## config.mk

```make
export PLATFORM = sky130hd
export DESIGN_NAME = mem_arbiter
export DESIGN_NICKNAME = d
export VERILOG_FILES = /design/src/rtl/mem_arbiter.sv
export SDC_FILE = /design/constraint.sdc
export NUM_CORES = 1
export LEC_CHECK = 0
export ABC_AREA = 1
export ABC_CLOCK_PERIOD_IN_PS = 1300
export CORE_AREA = 2 2 107 109
export DETAILED_ROUTE_END_ITERATION = 8
export DIE_AREA = 0 0 109 111
export PLACE_DENSITY = 0.62
export SLEW_MARGIN = 15
export SYNTH_ARGS = -nofsm -noshare
export SYNTH_HDL_FRONTEND = slang
export SYNTH_SLANG_ARGS = --single-unit
```

## constraint.sdc

```tcl
create_clock -name clk -period 1.3 [get_ports clk]
set_input_delay 0.26 -clock clk [delete_from_list [all_inputs] [get_ports clk]]
set_output_delay 0.26 -clock clk [all_outputs]
set_load 0.05 [all_outputs]
```

## src/rtl/mem_arbiter.sv

```systemverilog
// Two-port round-robin arbiter sharing one memory port between instruction fetch and load/store.
// Read returns are steered back to their owner using a one-cycle {valid, owner} tag.
module mem_arbiter #(
  parameter int AW = 32,
  parameter int DW = 32
) (
  input  logic            clk,
  input  logic            reset,
  input  logic [AW-1:0]   i_pc_addr,
  input  logic            i_pc_rd,
  output logic            o_pc_waitrequest,
  output logic [DW-1:0]   o_pc_rddata,
  output logic            o_pc_rddata_valid,
  input  logic [AW-1:0]   i_ldst_addr,
  input  logic            i_ldst_rd,
  input  logic            i_ldst_wr,
  input  logic [DW-1:0]   i_ldst_wrdata,
  input  logic [DW/8-1:0] i_ldst_byte_en,
  output logic            o_ldst_waitrequest,
  output logic [DW-1:0]   o_ldst_rddata,
  output logic            o_ldst_rddata_valid,
  output logic [AW-1:0]   o_mem_addr,
  output logic            o_mem_rd,
  output logic            o_mem_wr,
  output logic [DW-1:0]   o_mem_wrdata,
  output logic [DW/8-1:0] o_mem_byte_en,
  input  logic [DW-1:0]   i_mem_rddata
);

  typedef enum logic {
    GRANT_PC   = 1'b0,
    GRANT_LDST = 1'b1
  } grant_e;

  grant_e last_grant;
  grant_e next_grant;
  logic   pc_req;
  logic   ldst_req;
  logic   grant_pc;
  logic   grant_ldst;
  logic   tag_valid;
  logic   tag_owner;

  always_ff @(posedge clk or posedge reset) begin
    if (reset) begin
      last_grant <= GRANT_LDST;
    end else begin
      last_grant <= next_grant;
    end
  end

  // Nothing is granted while reset is high, so both ports see a stall.
  always_comb begin
    pc_req     = i_pc_rd;
    ldst_req   = i_ldst_rd | i_ldst_wr;
    grant_pc   = 1'b0;
    grant_ldst = 1'b0;
    next_grant = last_grant;
    if (!reset) begin
      if (pc_req && (!ldst_req || last_grant == GRANT_LDST)) begin
        grant_pc = 1'b1;
      end else if (ldst_req) begin
        grant_ldst = 1'b1;
      end
    end
    if (grant_pc) begin
      next_grant = GRANT_PC;
    end else if (grant_ldst) begin
      next_grant = GRANT_LDST;
    end
  end

  // A simultaneous read and write from load/store is issued as a write only.
  always_comb begin
    o_mem_addr         = i_ldst_addr;
    o_mem_wrdata       = i_ldst_wrdata;
    o_mem_byte_en      = i_ldst_byte_en;
    o_mem_rd           = 1'b0;
    o_mem_wr           = 1'b0;
    o_pc_waitrequest   = reset | (pc_req & ~grant_pc);
    o_ldst_waitrequest = reset | (ldst_req & ~grant_ldst);
    if (grant_pc) begin
      o_mem_addr    = i_pc_addr;
      o_mem_byte_en = '1;
      o_mem_rd      = 1'b1;
    end else if (grant_ldst) begin
      o_mem_wr = i_ldst_wr;
      o_mem_rd = i_ldst_rd & ~i_ldst_wr;
    end
  end

  always_ff @(posedge clk or posedge reset) begin
    if (reset) begin
      tag_valid <= 1'b0;
      tag_owner <= 1'b0;
    end else begin
      tag_valid <= o_mem_rd;
      tag_owner <= grant_ldst;
    end
  end

  assign o_pc_rddata         = i_mem_rddata;
  assign o_ldst_rddata       = i_mem_rddata;
  assign o_pc_rddata_valid   = tag_valid & ~tag_owner;
  assign o_ldst_rddata_valid = tag_valid & tag_owner;

endmodule

```

==> impl_metrics.ini, run 1 <==
[status]
outcome = finished with violations
violations = negative setup slack

[sta]
period_share_pct = 146.5
skew_ns = 0.0002986
final-setup-viol-count = 42
tightest_slew_ns = 0.2442
rsz0062_at_grt = true
setup-tns-final_ns = -23.02
fin_ws_ns = -0.6042
max-slew-margin-rel_pct = 83.67
fmax_mhz = 525.1
final-hold-violation-count = 0
fin_crit_ns = 1.904
timing.final.max_slew_violations = 0

[critical_path]
worstSetupPathType = flip-flop to output port
cp_max_fo = 17
rr_startpoint = last_grant
reg2reg_slack_ns = -0.14
end_kind = output port
reg2reg_to = tag_valid
cp-start-kind = flip-flop
worstPathArrival_ns = 1.64
crit_required_ns = 1.04
r2r_cells = 8

[grt]
grt_usage_pct = 10.10
grt_pass1_wl_um = 9459
antenna_found_initial = 0
grt_overflow_total = 0
grt_max_degree = 20
grt_pass1_vias = 1789

[drt]
first_pass_iters = 4
drc = 0
postRouteAntennaNets = 0
wirelength_um = 6449
via_per_inst = 3.954
first_iter_violations = 64
wl_per_cell_um = 15.62
vias = 1633

[floorplan]
io_pins = 275
core_um2 = 11080
die_h_um = 111
die_w_um = 109
die_area_um2 = 12100
rows = 39
initial_core_util_pct = 13.02

[clock_tree]
cts_sinks = 3
cts-root-buf = clkbuf_16
path_clk_slew_ns = 0.03
clock_latency_ns = 0.23
cts_tree = yes
cts-buffers-inserted = 3
htree_num_levels = 1
clock_path_buffers = 2

[cells_and_area]
layout-drive-gt1-share_pct = 52.22
syn_to_final_growth_pct = 108.2
mostFrequentLayoutCells = 68 x clkdlybuf4s50_1, 37 x nand2_4, 32 x nand4_1, 23 x nand2_2, 21 x buf_8
finalNonFillerCells = 413
post-route-util_pct = 27.11
antenna_cells = 0
final_common_cell = clkdlybuf4s50_1
fillers = 1178
fin_nets = 408

[worst_hold_path]
hold_path_class = primary input to asynchronous set/reset pin

[synth]
synth_area_um2 = 1443
muxShareOfSynthArea_pct = 0
synth_compound_area_share_pct = 2.862
synth_fa_ha_area_share_pct = 0
synth_cells = 238
seq_area_frac_synth_pct = 5.291
synth_cell_types = 17
synthSimpleGateAreaFrac_pct = 34.69
avgSynthCellArea_um2 = 6.061
ys_seq_elements = 3
synth_top_family_by_area = buffers and inverters
synth_top_cell_by_area = buf_4
yosys_warnings = 0
yosys.area_share.xor_xnor_pct = 0
synth_top_cell_area_share_pct = 49.96
synth.top_cells.by_area = buf_4 50%, nand2_1 19%, nand4_1 14%, dfrtp_1 3.5%, inv_1 2.3%
synth_fp_nets = 375

[power]
ir_drop_v = 0.0006788
power_leakage_nw = 1.295
power.density_nw_per_um2 = 771.8

[job]
cap_violations = 0

[placement]
dp_cells = 401
io_buffers = 114
gp_congestion = 0.6783
dp_hpwl_um = 5021
[synth_stat cells]
library cell / count
o21ai_0: 2
dfstp_2: 1
buf_1: 6
a211oi_1: 2
buf_4: 96
inv_2: 1
inv_1: 9
nor2_1: 2
nand4_1: 32
nand2_1: 74
buf_2: 5
clkbuf_1: 2
nand3_1: 1
nand3_2: 1
dfrtp_1: 2
buf_6: 1
o21ai_4: 1
[what timing repair did]
item / in CTS / in global routing
gates cloned: 2 / 0
endpoints found under the setup margin: 42 / 42
buffers inserted: 7 / 1
pin swaps: 9 / 3
hold buffers: 0 / 0
gates resized for setup: 81 / 10
[per-stage QoR]
stage	total power, mW	hold slack (ns)	worst slack, ns	area, µm²
CTS	2.344	0.4179	-0.5925	3007
detailed placement	1.544	0.5203	-0.7397	2540
global placement	1.531	0.5203	-0.7014	2540
global route	2.408	0.4576	-0.6436	3003
finish	2.318	0.4140	-0.6042	3003
floorplan	1.736	0.3118	-0.1976	1818
[layout make-up]
type / instances / area [µm²] / share of cell area [%]
tap: 143 / 178.9 / 5.958
clock buffer: 4 / 78.83 / 2.625
sequential: 3 / 76.32 / 2.542
inverter: 10 / 37.54 / 1.250
multi-input combinational: 115 / 965.9 / 32.17
timing repair buffer: 138 / 1665 / 55.46
[worst max-delay path: stages (launching register included)]
cell,delay (ns)
dfstp_2,0.54
inv_2,0.05
o21ai_4,0.06
buf_6,0.15
nand3_4,0.10
buf_12,0.17
buf_12,0.14
nand2_4,0.06
buf_12,0.13
[power by group]
| group | switching (mW) | leakage (nW) | total [mW] | internal [mW] |
|---|---|---|---|---|
| sequential | 0.00665 | 0.0361 | 0.114 | 0.107 |
| combinational | 0.897 | 1.22 | 1.71 | 0.811 |
| clock | 0.0902 | 0.0382 | 0.495 | 0.405 |
[how the worst max path moves through the flow]
| stage | start | endpoint | slack, ns | cells after the start |
|---|---|---|---|---|
| 6_report | last_grant | o_mem_rd | -0.60 | 8 |
| 4_1_cts | last_grant | o_mem_addr[31] | -0.59 | 8 |
| 3_3_place_gp | i_ldst_wr | o_mem_addr[27] | -0.70 | 6 |
| 5_1_grt | last_grant | o_mem_rd | -0.64 | 8 |
| 2_1_floorplan | last_grant | o_mem_addr[27] | -0.20 | 7 |
| 3_5_place_dp | i_ldst_wr | o_mem_addr[30] | -0.74 | 6 |
[cell families (layout without fill, tap and decap cells)]
kind of cell	count (synthesis)	count (layout)
buf+inv	120	152
flops	3	3
compound gates	5	5
simple gates	110	110
[registers in the layout (all words and copies together) (netlist names)]
register / cells
tag_valid: 1
tag_owner: 1
last_grant: 1
[layer usage]
metal	wire length (µm)	track usage [%]	up-vias
li1	-	-	733
met5	0	0	-
met4	291	4.530	0
met3	655	2.704	38
met1	2017	9.408	749
met2	3485	19.75	113
Power figures use the tool's default switching activity.
==> run 2: changes to the inputs <==
--- a/config.mk
+++ b/config.mk
@@ -11,6 +11,7 @@
 export DETAILED_ROUTE_END_ITERATION = 8
 export DIE_AREA = 0 0 109 111
 export PLACE_DENSITY = 0.62
+export RECOVER_POWER = 25
 export SLEW_MARGIN = 15
 export SYNTH_ARGS = -nofsm -noshare
 export SYNTH_HDL_FRONTEND = slang
==> results of run 2 <==
Same layout as run 1: the final DEF is identical, and so are final timing and power.
==> run 3: changes to the inputs <==
==> constraint.sdc (replaced) <==
create_clock -name clk -period 1.3 [get_ports clk]
set_input_delay 0.195 -clock clk [delete_from_list [all_inputs] [get_ports clk]]
set_output_delay 0.195 -clock clk [all_outputs]
set_load 0.05 [all_outputs]
==> impl_metrics.ini, run 3 (same netlist as run 1, synthesis figures left out) <==
[critical_path]
crit_end = o_mem_addr[19]
cp_slowest_stage_delay_ns = 0.54
reg2reg_slack_ns = -0.08
crit_required_ns = 1.11
path_delay_family = buffers and inverters
cp_max_fo = 23
crit_top_cell = buf_12
cp-start-kind = flip-flop
critPathLaunch = last_grant
reg2reg_to = last_grant
crit_cells = 8
r2r_cells = 8
cp_num_buf_inv = 4
rr_startpoint = last_grant
worstSetupPathType = flip-flop to output port
crit_path_top_delay_cell = dfstp_2
worstPathArrival_ns = 1.65
end_kind = output port
cp_cell_sequence = inv_2 -> o21ai_4 -> buf_12 -> nand3_4 -> buf_12 -> nand2_1 -> nand2_4 -> buf_4

[cells_and_area]
reg.largest.list = last_grant x1, tag_owner x1, tag_valid x1
mostFrequentLayoutCells = 68 x clkdlybuf4s50_1, 32 x nand4_1, 30 x nand2_4, 19 x buf_6, 18 x nand2_1
antenna_cells = 0
postLayoutCellArea_um2 = 2885
seqCellArea_um2 = 76.32
layout-drive-gt1-share_pct = 47.91
fin_nets = 401
final_common_cell = clkdlybuf4s50_1
syn_to_final_growth_pct = 100.0
fillers = 1184
multi_input_area_um2 = 1042

[floorplan]
initial_core_util_pct = 13.02
die_h_um = 111
io_pins = 275
core_um2 = 11080
die_area_um2 = 12100
die_w_um = 109
rows = 39

[placement]
place_area_um2 = 2567
pre_cts_slack_ns = -0.6748
gp_congestion = 0.6872
io_buffers = 114
dp_hpwl_um = 5216

[clock_tree]
path_clk_slew_ns = 0.03
clock_latency_ns = 0.22
cts_sinks = 3
cts-root-buf = clkbuf_16
htree_num_levels = 1
cts_tree = yes
cts-buffers-inserted = 3
clock_path_buffers = 2

[drt]
drc = 0
first_pass_iters = 3
via_per_inst = 3.850
first_iter_violations = 45
wl_per_cell_um = 15.60
vias = 1563
wirelength_um = 6335
postRouteAntennaNets = 0

[sta]
max-slew-margin-rel_pct = 82.49
timing.final.max_slew_violations = 0
final-setup-viol-count = 42
fin_crit_ns = 1.848
tightest_slew_ns = 0.2617
fmax_mhz = 541.1
setup-tns-final_ns = -19.84
final-hold-violation-count = 0
period_share_pct = 142.2
rsz0062_at_grt = true
fin_ws_ns = -0.5480
skew_ns = 0.0001443

[grt]
grt_pass1_vias = 1663
grt_usage_pct = 9.667
grt_pass1_wl_um = 8976
grt_overflow_total = 0
antenna_found_initial = 0
grt_max_degree = 24

[power]
ir_drop_v = 0.0004134
power.density_nw_per_um2 = 767.4
power_leakage_nw = 1.213

[status]
outcome = finished with violations
violations = negative setup slack

[job]
cap_violations = 0

[worst_hold_path]
hold_path_class = primary input to asynchronous set/reset pin
## run 3: cell count changes in the layout (fill, tap and decap cells not counted), sizes merged
cell,change
buf,-6
bufbuf,-1
## run 3: area by class of cell
| class | count | area share (%) |
|---|---|---|
| inverter | 10 | 1.301 |
| sequential | 3 | 2.645 |
| tap | 143 | 6.201 |
| timing repair buffer | 131 | 51.00 |
| clock buffer | 4 | 2.732 |
| multi-input combinational | 115 | 36.12 |
## run 3: how the worst min path moves through the flow
stage	end	slack, ns	depth (start not counted)
3_3_place_gp	o_mem_wrdata[24]	0.39	0
3_5_place_dp	o_mem_wrdata[24]	0.39	0
4_1_cts	tag_valid	0.19	3
6_report	tag_valid	0.19	3
2_1_floorplan	tag_owner	0.26	2
5_1_grt	tag_valid	0.22	3
## run 3: worst reg2reg max path: cells and delay by family (launching register included)
family          cells  cell delay, ns
compound gates      1            0.06
flops               1            0.54
simple gates        2            0.15
buf+inv             5            0.56
## run 3: power breakdown
| part | switching [mW] | internal, mW | total (mW) |
|---|---|---|---|
| registers | 0.00660 | 0.107 | 0.114 |
| logic | 0.890 | 0.725 | 1.62 |
| clock network | 0.0805 | 0.404 | 0.485 |
| total | 0.977 | 1.24 | 2.21 |
## run 3: routing by layer
metal / share of wire [%] / wire length (µm) / vias to the layer above / track usage [%]
met4: 3.3 / 210 / 0 / 3.504
met5: 0 / 0 / - / 0
met2: 55 / 3468 / 139 / 19.01
met1: 29 / 1810 / 687 / 8.443
li1: - / - / 721 / -
met3: 13 / 844 / 16 / 3.939
## run 3: what timing repair did
| item | 4_1_cts | 5_1_grt |
|---|---|---|
| setup endpoints to repair | 42 | 42 |
| gates cloned | 2 | 0 |
| buffers inserted | 2 | 0 |
| resized for setup | 42 | 12 |
| hold buffers | 0 | 0 |
| pin swaps | 4 | 1 |
## run 3: per-stage QoR
step | util [%] | power [mW] | hold slack, ns | std cells
2_1_floorplan | - | 1.781 | 0.2569 | 238
3_3_place_gp | 23.18 | 1.549 | 0.3903 | 398
3_5_place_dp | 23.18 | 1.563 | 0.3903 | 398
4_1_cts | 25.67 | 2.214 | 0.1942 | 406
5_1_grt | 26.05 | 2.311 | 0.2194 | 406
6_report | 26.05 | 2.214 | 0.1914 | 406
==> RTL change 1 (flow settings as in run 2) <==
Change the parameter `DW` from 32 to 28.
--- a/src/rtl/mem_arbiter.sv
+++ b/src/rtl/mem_arbiter.sv
@@ -4,3 +4,3 @@
   parameter int AW = 32,
-  parameter int DW = 32
+  parameter int DW = 28
 ) (
Ports: changed (7 resized); port bits go from 275 to 253. The function was not compared with the original's and may differ.
==> RTL change 1 against run 2 <==
Critical path type unchanged. Routed wire length down 5.2%. Clock power decreased by 1%. Critical endpoint is now o_mem_addr[16]. Worst setup slack gained 0.036 ns. Power rose by 2.4%. Via count down 2.6%. The run still ends with setup timing left. Final area up 4.9%. Synthesized area is 6.8% lower. Sequential cell count unchanged.
==> RTL change 1: results <==
[power_and_ir_drop]
ir_worst_vdd_uv = 359
switching_share = 0.432
cellLeakagePower_uw = 0.00134

[timing]
fin_skew_ns = 0.00155
hold_ws_ns = 0.270
tns_ns = -20.22
slew_headroom = 0.828
worst_slack_ns = -0.569
finalSetupViolations = 39

[global_route]
grt_pass1_vias = 1748
use_met1 = 0.0941
use_met3 = 0.0206
grt_max_degree = 30
use_met2 = 0.186
track_usage = 0.0980

[routing]
wl_um = 6110
vias = 1590
drt_first_iter_violations = 35
wl_met3_um = 523
routed-wl-met2_um = 3280
drt-met1-wl_um = 1970

[cells_and_area]
drive_gt1_frac = 0.546
layout.nets = 391

[critical_path]
r2r-end = "last_grant$_DFFE_PP1P_"
r2r_cells = 6
arrival_ns = 1.61
cp_max_fo = 11
ff2ff_setup_slack_ns = 0.15

[clock_network]
cts_resized = 106

[run_status]
outcome = "finished, violations left"
violations = "setup timing"

[logic_synthesis]
synthDistinctLibCells = 16
netlist_top_cells_area = "buf_4, nand2_1, nand4_1"
synth_common_cells = "buf_4, nand2_1, nand4_1"
yosysSeqAreaShare = 0.0567

[place]
place.gp.congestion = 0.684
port_buffers = 112
[RTL change 1: changes by cell type after synthesis, sizes merged]
cell / before / now
buf: 108 / 94
clkbuf: 2 / 4
inv: 10 / 9
nand2: 74 / 73
[RTL change 1: power by group through the flow]
stage	registers, uW	clock network (uW)	logic (uW)
after global routing	115	501	1850
after CTS	114	496	1760
final	113	489	1770
after global placement	114	0	1370
after detailed placement	115	0	1380
after floorplan	114	0	1510
[RTL change 1: worst max-delay path: cells and delay by family (launching register included)]
kind,cells,cell delay [ns]
simple gates,3,0.24
buf+inv,4,0.51
compound gates,1,0.09
flops,1,0.53
[RTL change 1: worst max path at each step]
stage	end	slack (ns)	cells after the start
after detailed placement	o_mem_addr[1]	-0.68	7
after floorplan	o_mem_addr[16]	-0.19	7
after global routing	o_mem_addr[25]	-0.63	8
final	o_mem_addr[16]	-0.57	8
after CTS	o_ldst_waitrequest	-0.59	8
after global placement	o_mem_addr[1]	-0.66	7
[RTL change 1: per-stage QoR]
stage / setup WS [ns] / instances / instance area [um2]
6_report: -0.569 / 405 / 3150
5_1_grt: -0.629 / 405 / 3150
4_1_cts: -0.594 / 406 / 3080
3_5_place_dp: -0.678 / 392 / 2440
3_3_place_gp: -0.656 / 392 / 2440
2_1_floorplan: -0.194 / 224 / 1720
[RTL change 1: cell type report]
| cell class | instances | area, um2 |
|---|---|---|
| flip-flops and latches | 3 | 76.3 |
| well taps | 143 | 179 |
| multi-input cells | 114 | 1090 |
| clock buffers | 4 | 78.8 |
| repair buffers | 132 | 1690 |
| fillers | 1154 | 7930 |
| inverters | 9 | 36.3 |
[RTL change 1: kinds of logic after synthesis]
group | Yosys count | share of synthesized area
AND/OR/NAND/NOR | 109 | 0.366
buffers and inverters | 107 | 0.547
AO/OA/AOI/OAI | 5 | 0.0307
flip-flops | 3 | 0.0567
==> RTL change 2 (settings of run 2) <==
Without the edit above. Reset style: synchronous (`reset`), changed in 2 clocked blocks.
--- a/src/rtl/mem_arbiter.sv
+++ b/src/rtl/mem_arbiter.sv
@@ -43,3 +43,3 @@
 
-  always_ff @(posedge clk or posedge reset) begin
+  always_ff @(posedge clk) begin
     if (reset) begin
@@ -91,3 +91,3 @@
 
-  always_ff @(posedge clk or posedge reset) begin
+  always_ff @(posedge clk) begin
     if (reset) begin
Formal check against the unedited RTL: differs if reset is asserted again (counterexample within 4 cycles, from zero or initial values and one cycle with reset high); with reset held inactive, the same outputs for 10 cycles.
==> RTL change 2 against run 2 <==
The run still ends with setup timing left. Sequential cell count stayed put. Via count decreased by 1.2%. Final area rose by 4.1%. Routed wire length decreased by 0.73%. Combinational power shrank 7%. Maximum frequency grew 10%. Critical path depth increased by 1. Synthesized area decreased by 1.2%. Register-to-register slack improved by 0.27 ns. Largest power group unchanged. Power fell by 5.7%. Count of clock-buffer cells in the layout is the same. Worst setup slack improved by 0.17 ns.
==> RTL change 2: results <==
[routing]
drt_first_iter_violations = 31
post_drt_wl_per_cell_um = 15.5

[timing]
worst_slack_ns = -0.431
fin_skew_ns = 0.00211
slew_headroom = 0.831
finalSetupViolations = 40

[run_status]
outcome = "finished, violations left"
violations = "setup timing"

[place]
place.gp.congestion = 0.656
dp_slack_ns = -0.674
hpwl_um = 4200

[logic_synthesis]
synthFlopType = "dfxtp_1"
async_reset_ff_frac = 0
synth_nets = 376
yosysSeqAreaShare = 0.0421
synth_compound_area_frac = 0.0202

[cells_and_area]
fill_cells = 1140
drive_gt1_frac = 0.552

[critical_path]
arrival_ns = 1.47
cp_max_fo = 7
r2r-end = "tag_owner$_SDFF_PP0_"

[global_route]
use_met3 = 0.0253
use_met2 = 0.198
track_usage = 0.0960

[power_and_ir_drop]
ir_worst_vdd_uv = 234
[RTL change 2: layout make-up]
cell class / instances / area, um2 / share of cell area
sequential: 3 / 61.3 / 0.0196
multi-input combinational: 116 / 992 / 0.317
clock buffer: 4 / 78.8 / 0.0252
tap: 143 / 179 / 0.0572
inverter: 9 / 33.8 / 0.0108
timing repair buffer: 138 / 1780 / 0.570
[RTL change 2: logic make-up after synthesis]
| family | Yosys count |
|---|---|
| and+or+nand+nor | 113 |
| AOI/OAI and AO/OA | 3 |
| DFF | 3 |
| buffers and inverters | 120 |
[RTL change 2: where the power goes]
| part | switching (uW) | internal, uW |
|---|---|---|
| Clock | 82.4 | 405 |
| Sequential | 3.87 | 101 |
| Combinational | 828 | 766 |
| Total | 914 | 1270 |
[RTL change 2: how the worst min path moves through the flow]
stage / depth (start not counted) / from / endpoint / slack [ns]
CTS: 0 / i_ldst_wrdata[13] / o_mem_wrdata[13] / 0.52
global placement: 0 / i_ldst_wrdata[13] / o_mem_wrdata[13] / 0.52
global route: 4 / i_ldst_rd / tag_owner$_SDFF_PP0_ / 0.51
finish: 4 / i_ldst_rd / tag_owner$_SDFF_PP0_ / 0.49
floorplan: 2 / i_ldst_rd / tag_owner$_SDFF_PP0_ / 0.40
detailed placement: 0 / i_ldst_wrdata[13] / o_mem_wrdata[13] / 0.52
[RTL change 2: timing repair]
item,CTS,global route
endpoints found under the setup margin,41,40
resized for setup,121,41
cloned,6,0
buffers inserted,7,0
pin swaps,15,10
[RTL change 2: routing by layer]
layer | up-vias | wire (um)
met5 | - | 0
met4 | 0 | 189
met3 | 36 | 649
met2 | 120 | 3680
met1 | 724 | 1880
li1 | 734 | -
[RTL change 2: stage by stage]
stage	hold slack (ns)	TNS, ns	area, um2	utilization
floorplan	0.400	-1.08	1600	-
global placement	0.520	-24.44	2260	0.204
detailed placement	0.520	-25.65	2260	0.204
CTS	0.520	-16.69	2970	0.268
global route	0.508	-18.05	3130	0.282
finish	0.486	-15.64	3130	0.282
[RTL change 2: worst max-delay path: stages (launching register included)]
cell and delay [ns]:
dfxtp_2 0.32, inv_2 0.04, o21ai_4 0.06, buf_6 0.12
nand3_4 0.11, buf_12 0.17, buf_12 0.14, nand2_2 0.08
nand2_4 0.05, buf_8 0.14
